$ cat config.mk
export PLATFORM = sky130hd
export DESIGN_NAME = reg_file_sb
export DESIGN_NICKNAME = d
export VERILOG_FILES = /design/src/rtl/mips_pkg.sv /design/src/rtl/reg_read_port.sv /design/src/rtl/reg_file_sb.sv
export SDC_FILE = /design/constraint.sdc
export NUM_CORES = 2
export LEC_CHECK = 0
export ABC_AREA = 0
export CAP_MARGIN = 15
export CORE_ASPECT_RATIO = 2
export CORE_MARGIN = 1
export CORE_UTILIZATION = 50
export CTS_CLUSTER_SIZE = 30
export DETAILED_ROUTE_END_ITERATION = 7
export GPL_ROUTABILITY_DRIVEN = 1
export GPL_TIMING_DRIVEN = 0
export PLACE_DENSITY = 0.66
export SLEW_MARGIN = 5
export SYNTH_ARGS = -nofsm -noshare
export SYNTH_HDL_FRONTEND = slang
export SYNTH_HIERARCHICAL = 1
export SYNTH_SLANG_ARGS = --single-unit
$ cat constraint.sdc
create_clock -name CLK -period 8 [get_ports CLK]
set_clock_uncertainty 0.15 [all_clocks]
set_input_delay 1.2 -clock CLK [delete_from_list [all_inputs] [get_ports CLK]]
set_output_delay 1.2 -clock CLK [all_outputs]
set_load 0.05 [all_outputs]
$ cat src/rtl/mips_pkg.sv
// Shared MIPS datapath definitions: default widths and the register-address type
// used by decode, the hazard unit and the register file.
package mips_pkg;

  localparam int DATA_W_DEF = 32;
  localparam int ADDR_W_DEF = 5;

  typedef logic [ADDR_W_DEF-1:0] reg_addr_t;

  localparam reg_addr_t ZERO_ADDR = '0;

endpackage

$ cat src/rtl/reg_read_port.sv
// One combinational read port: zero-register / writeback-bypass / array mux
// plus the busy flag masked by a same-cycle writeback.
module reg_read_port
  import mips_pkg::*;
#(
  parameter int DATA_W   = DATA_W_DEF,
  parameter int ADDR_W   = ADDR_W_DEF,
  parameter int ZERO_REG = 1
) (
  input  logic [ADDR_W-1:0] addr,
  input  logic              rst,
  input  logic              wr_en,
  input  logic [ADDR_W-1:0] wr_addr,
  input  logic [DATA_W-1:0] wr_data,
  input  logic [DATA_W-1:0] array_data,
  input  logic              busy_bit,
  output logic [DATA_W-1:0] data,
  output logic              busy
);

  logic is_zero;
  logic wr_hit;

  always_comb begin
    is_zero = (ZERO_REG != 0) && (addr == ADDR_W'(ZERO_ADDR));
    wr_hit  = wr_en && (wr_addr == addr);
    data    = array_data;
    if (is_zero) begin
      data = '0;
    end else if (wr_hit && !rst) begin
      data = wr_data;
    end
    // A producer writing back this cycle is already satisfied by the bypass.
    busy = busy_bit && !wr_hit && !is_zero;
  end

endmodule

$ cat src/rtl/reg_file_sb.sv
// Register file with NREAD combinational read ports, one edge-triggered write
// port, write-to-read bypass, optional hardwired r0 and a busy scoreboard.
module reg_file_sb
  import mips_pkg::*;
#(
  parameter int DATA_W   = DATA_W_DEF,
  parameter int ADDR_W   = ADDR_W_DEF,
  parameter int NREAD    = 2,
  parameter int ZERO_REG = 1
) (
  input  logic                    CLK,
  input  logic                    RST,
  input  logic [NREAD*ADDR_W-1:0] RD_ADDR,
  output logic [NREAD*DATA_W-1:0] RD_DATA,
  output logic [NREAD-1:0]        RD_BUSY,
  input  logic                    WR_EN,
  input  logic [ADDR_W-1:0]       WR_ADDR,
  input  logic [DATA_W-1:0]       WR_DATA,
  input  logic                    ISSUE_EN,
  input  logic [ADDR_W-1:0]       ISSUE_ADDR,
  output logic [ADDR_W:0]         BUSY_CNT
);

  localparam int DEPTH = 2 ** ADDR_W;

  logic [DATA_W-1:0] mem [DEPTH];
  logic [DEPTH-1:0]  busy_reg;
  logic [DEPTH-1:0]  busy_next;
  logic [ADDR_W:0]   busy_cnt_reg;
  logic [ADDR_W:0]   busy_cnt_next;
  logic              wr_ok;
  logic              issue_ok;

  always_comb begin
    wr_ok    = WR_EN && !((ZERO_REG != 0) && (WR_ADDR == ADDR_W'(ZERO_ADDR)));
    issue_ok = ISSUE_EN && !((ZERO_REG != 0) && (ISSUE_ADDR == ADDR_W'(ZERO_ADDR)));

    // Clear first, then set: a newly issued producer supersedes the writeback.
    busy_next = busy_reg;
    if (WR_EN) begin
      busy_next[WR_ADDR] = 1'b0;
    end
    if (issue_ok) begin
      busy_next[ISSUE_ADDR] = 1'b1;
    end

    busy_cnt_next = '0;
    for (int i = 0; i < DEPTH; i++) begin
      busy_cnt_next = busy_cnt_next + (ADDR_W + 1)'(busy_next[i]);
    end
  end

  always_ff @(posedge CLK) begin
    if (RST) begin
      for (int i = 0; i < DEPTH; i++) begin
        mem[i] <= '0;
      end
      busy_reg     <= '0;
      busy_cnt_reg <= '0;
    end else begin
      if (wr_ok) begin
        mem[WR_ADDR] <= WR_DATA;
      end
      busy_reg     <= busy_next;
      busy_cnt_reg <= busy_cnt_next;
    end
  end

  assign BUSY_CNT = busy_cnt_reg;

  genvar gi;
  generate
    for (gi = 0; gi < NREAD; gi++) begin : g_rd
      logic [ADDR_W-1:0] addr;
      assign addr = RD_ADDR[gi*ADDR_W +: ADDR_W];

      reg_read_port #(
        .DATA_W  (DATA_W),
        .ADDR_W  (ADDR_W),
        .ZERO_REG(ZERO_REG)
      ) u_port (
        .addr      (addr),
        .rst       (RST),
        .wr_en     (WR_EN),
        .wr_addr   (WR_ADDR),
        .wr_data   (WR_DATA),
        .array_data(mem[addr]),
        .busy_bit  (busy_reg[addr]),
        .data      (RD_DATA[gi*DATA_W +: DATA_W]),
        .busy      (RD_BUSY[gi])
      );
    end
  endgenerate

endmodule
==> results.md <==
- The starting utilization of the core area is 50.5%.
- The mean post-synth cell area is 11.6 um^2.
- The switching fraction of total power is between 20% and 30%.
- The total of max-cap violations is 0.
- The share of synthesized area occupied by flip-flops and latches is 52.5%.
- Dividing total power by cell area gives a power density of 207 mW/mm^2.
- After the flow finishes, the layout carries non-filler instances totaling approximately 7.1k.
- The part of the total power dissipated in the clock network is 37.2%.
- The flow ran to the end, but the final reports show violations.
- The longest clock path from root to sink contains 3 buffers.
- The count of nets left with antenna violations once routing finished came out at 0.
- The boundary pin count is roughly 130.
- The total overflow left after global routing is 0.
- After clock tree synthesis, the clock-pin slew on the worst setup and hold paths is 70 ps.
- The number of warnings printed during yosys synthesis is 6.
- Input and output buffers added on the ports amount to 127.
- Setup slack closes at 552 ps.
- In the final layout, the multi-input gates occupy around 0.026 mm^2.
- For this run, the slowest stage of the critical path takes 910 ps.
- From synthesis to final layout, the design area changed by 11.3%.
- The ratio of final minimum period to clock period is 93.1%.
- The total of cells resized after clock tree synthesis is 0.
- In this run the clock root is driven by a clkbuf_16.
- The die area is about 0.12 mm^2.
- The switching power total is 3.90 mW.
- The portion of synthesized cell area occupied by the leading cell type is 51.2%.
- The maximum operating frequency is approximately 130 MHz.
- The max-slew violation count came to 0.
- STA classifies the critical path startpoint as an input pin.
- By area the synthesized netlist is led by edfxtp_1 51%, mux2i_1 19%, and2_1 10%.
- Along the worst path, the maximum fanout reaches 10.
- The highest ir drop seen on vdd is between 0.15 and 0.2 mV.
- For this design the static power due to leakage is 26.9 nW.
- For this block, the initial DRC count from the detailed router was 5151.
- The tightest min-delay check is of the flip-flop to flip-flop type.
- STA puts the critical path data required time at 6650 ps.
- The critical path is of the input pin to primary output type.
- The initial antenna violation count was 17.
- The layout filler cell count is 10.1k.
- The number of hold buffers added after CTS was 0.
- Row generation in the floorplan step produced ~180 rows.
- The number of global-route vias before repair is 45.3k.
- In this run the standard cell core region covers 0.119 mm^2.
- The count of final hold-check violations is 0.
- edfxtp_1 takes more of the synthesized area than any other cell.
- The detailed-route wire length is roughly 230000 um.
- In this run the vertical extent of the chip is ~500 um.
- For the final routed database, the setup TNS stands at 0 ps.
- Detailed placement finished with a half-perimeter wire length of 181000 um.
- The normalized max-slew margin is 7.36%.
- Setup violations remaining at the end of the flow were counted as 0.
- The weighted congestion reported at the end of routability-driven placement is 1.08.
- Of the total power, combinational logic draws 15.4%.
- After technology mapping, the gate count stands at 5175.
- Entering global routing, the biggest net connects 33 pins.
- The CTS H-tree depth is 3.
- The transition at the pin with the smallest max-transition slack is roughly 1400 ps.
- On the critical path, the stage with the largest delay is an instance of clkbuf_1.
- Registers are responsible for 47.5% of the overall power.
- Counting tap cells, the placed design contains a total of approximately 6.9k instances.
- The net total in the final layout is 5525.
- Summing all flip-flop and latch instances after layout gives 0.0315 mm^2.
- The synthesized design contains 1062 register bits.
- The hold slack is 414 ps.
- Dividing the detail-routed via count by the number of cells gives 6.37.
- The distinct cell type count of the synthesized netlist is 41.
- In the synthesized netlist the async set-or-reset flop fraction comes to 0%.
- The average wire length per cell after detail routing is 32.9 um.
- The worst slack at placement is 98.3 ps.
- The cell family contributing the most delay on the critical path is buffers and inverters.
- In the layout the commonest cells are 1120 x mux2i_1, 1024 x edfxtp_1, 997 x and2_1.
- The critical path goes through clkdlybuf4s50_1, nor2_1, buf_2, clkbuf_1, a22oi_1, nand3_1, nand3_1, nand2_1, mux2i_1, clkdlybuf4s50_1.
- STA classifies the critical path endpoint as a primary output.
- The remaining routing DRC violations is 56.
- In the final layout, the share of cells above drive strength 1 is 6.85%.
- The most used flip-flop cell after synthesis is edfxtp_1.
- The floorplan step set the die width to approximately 250 um.
- The buffering stage count on the worst path with inverters included is 4.
- TritonCTS built the clock tree.
- The via total after detailed routing is 45.0k.
- Setup repair after global routing left no endpoint under its margin.
- The buffer count from post-CTS setup fixing is 0.
- The number of clock sinks is 1062.
- The design draws 13.8 mW.
- The most frequent standard cell in the layout excluding fill and tap cells is mux2i_1.
- Clock latency on the worst-skew pair, taken at its later pin, is 760 ps.
- The minimum period implied by the final worst setup slack is 7450 ps.
- The checks that failed: design-rule violations.
- The register with the most flip-flops in the layout has approximately 1k of them.
- The global-route wire length before repair is 319000 um.
- The summed instance area of the synthesized netlist is 0.0600 mm^2.
- The internal power consumption is 9.90 mW.
- The pre-antenna-repair detailed-routing pass consisted of 8 iterations.
- Yosys mapped a number of flops with a built-in enable equal to ~1.0k.
- Global routing used 38.0% of the available tracks across all layers.
- The number of CTS-inserted buffers is 96.
- The data arrival time of the critical path is 6100 ps.
==> kinds of logic after synthesis <==
family	count (synthesis)	synth area share, %
multiplexers	1120	18.7
AND/OR/NAND/NOR	1795	16.3
AO/OA/AOI/OAI	633	7.21
buffers and inverters	521	4.12
adder cells (fa/ha/maj)	31	0.947
flip-flops	1062	52.5
XOR/XNOR	12	0.175
other	1	0.00625
==> layer usage <==
metal,global-route usage [%],share of wire (%),vias up
li1,-,-,19200
met1,39.5,32,22000
met2,66.2,50,2744
met3,7.93,9.0,993
met4,28.9,9.0,2
met5,0,0.0034,-
==> worst register-to-register path, stage by stage, from the launching register on <==
cell and delay [ps]:
dfxtp_1 350, a22oi_1 320, fa_1 480, fa_1 510, fa_1 500, inv_1 80, fa_1 550, inv_1 50
fa_1 470, fa_1 500, inv_1 50, ha_1 200, fa_1 470, a21o_1 190, a21oi_1 160, xor2_1 170
nor2_1 60
==> per-stage QoR <==
step                      utilization (%)  area (um^2)
after CTS                            56.1        66700
after global placement               53.2        63300
after detailed placement             53.3        63400
after floorplan                         -        60100
final                                56.2        66800
after global routing                 56.1        66800
==> cell usage after synthesis (6+ instances only) <==
library cell / instances
nor2b_1: 18
xnor2_1: 7
nor3_1: 71
buf_1: 36
clkbuf_1: 268
ha_1: 7
or2_2: 33
a31oi_1: 66
inv_1: 27
dfxtp_1: 38
fa_1: 24
mux2i_1: 1120
a22oi_1: 219
buf_2: 86
nand2_1: 376
a22o_1: 140
buf_6: 7
edfxtp_1: 1024
a21oi_1: 204
nand3_1: 201
nor2_1: 69
and2_1: 997
buf_4: 68
buf_8: 6
clkbuf_2: 21
nor3b_1: 6
==> path summary, 6_finish.rpt <==
check                                   from     endpoint  slack, ps  cells past startpoint
worst max-delay path              RD_ADDR[5]  RD_DATA[63]        550                     10
worst max register to register  busy_reg[23]  BUSY_CNT[4]       2590                     16
worst min register to register   busy_reg[0]  busy_reg[0]        410                      2
worst min-delay path             busy_reg[0]  busy_reg[0]        410                      2
==> area by class of cell <==
cell class / instances / share of cell area (%)
flip-flops and latches: 1062 / 47.2
multi-input cells: 3623 / 39.1
clock buffers: 116 / 3.80
plain buffers: 494 / 3.55
well taps: 1538 / 2.88
repair buffers: 134 / 2.09
clock inverters: 59 / 1.17
inverters: 27 / 0.152
diodes: 9 / 0.0337
==> power groups by stage <==
stage | logic (mW) | clock network [mW] | registers, mW
after floorplan | 1.23 | 0 | 6.63
after global placement | 2.02 | 0 | 6.64
after detailed placement | 2.04 | 0 | 6.67
after CTS | 2.05 | 5.07 | 6.55
after global routing | 2.18 | 5.24 | 6.58
final | 2.12 | 5.13 | 6.55
Power figures use the tool's default switching activity.
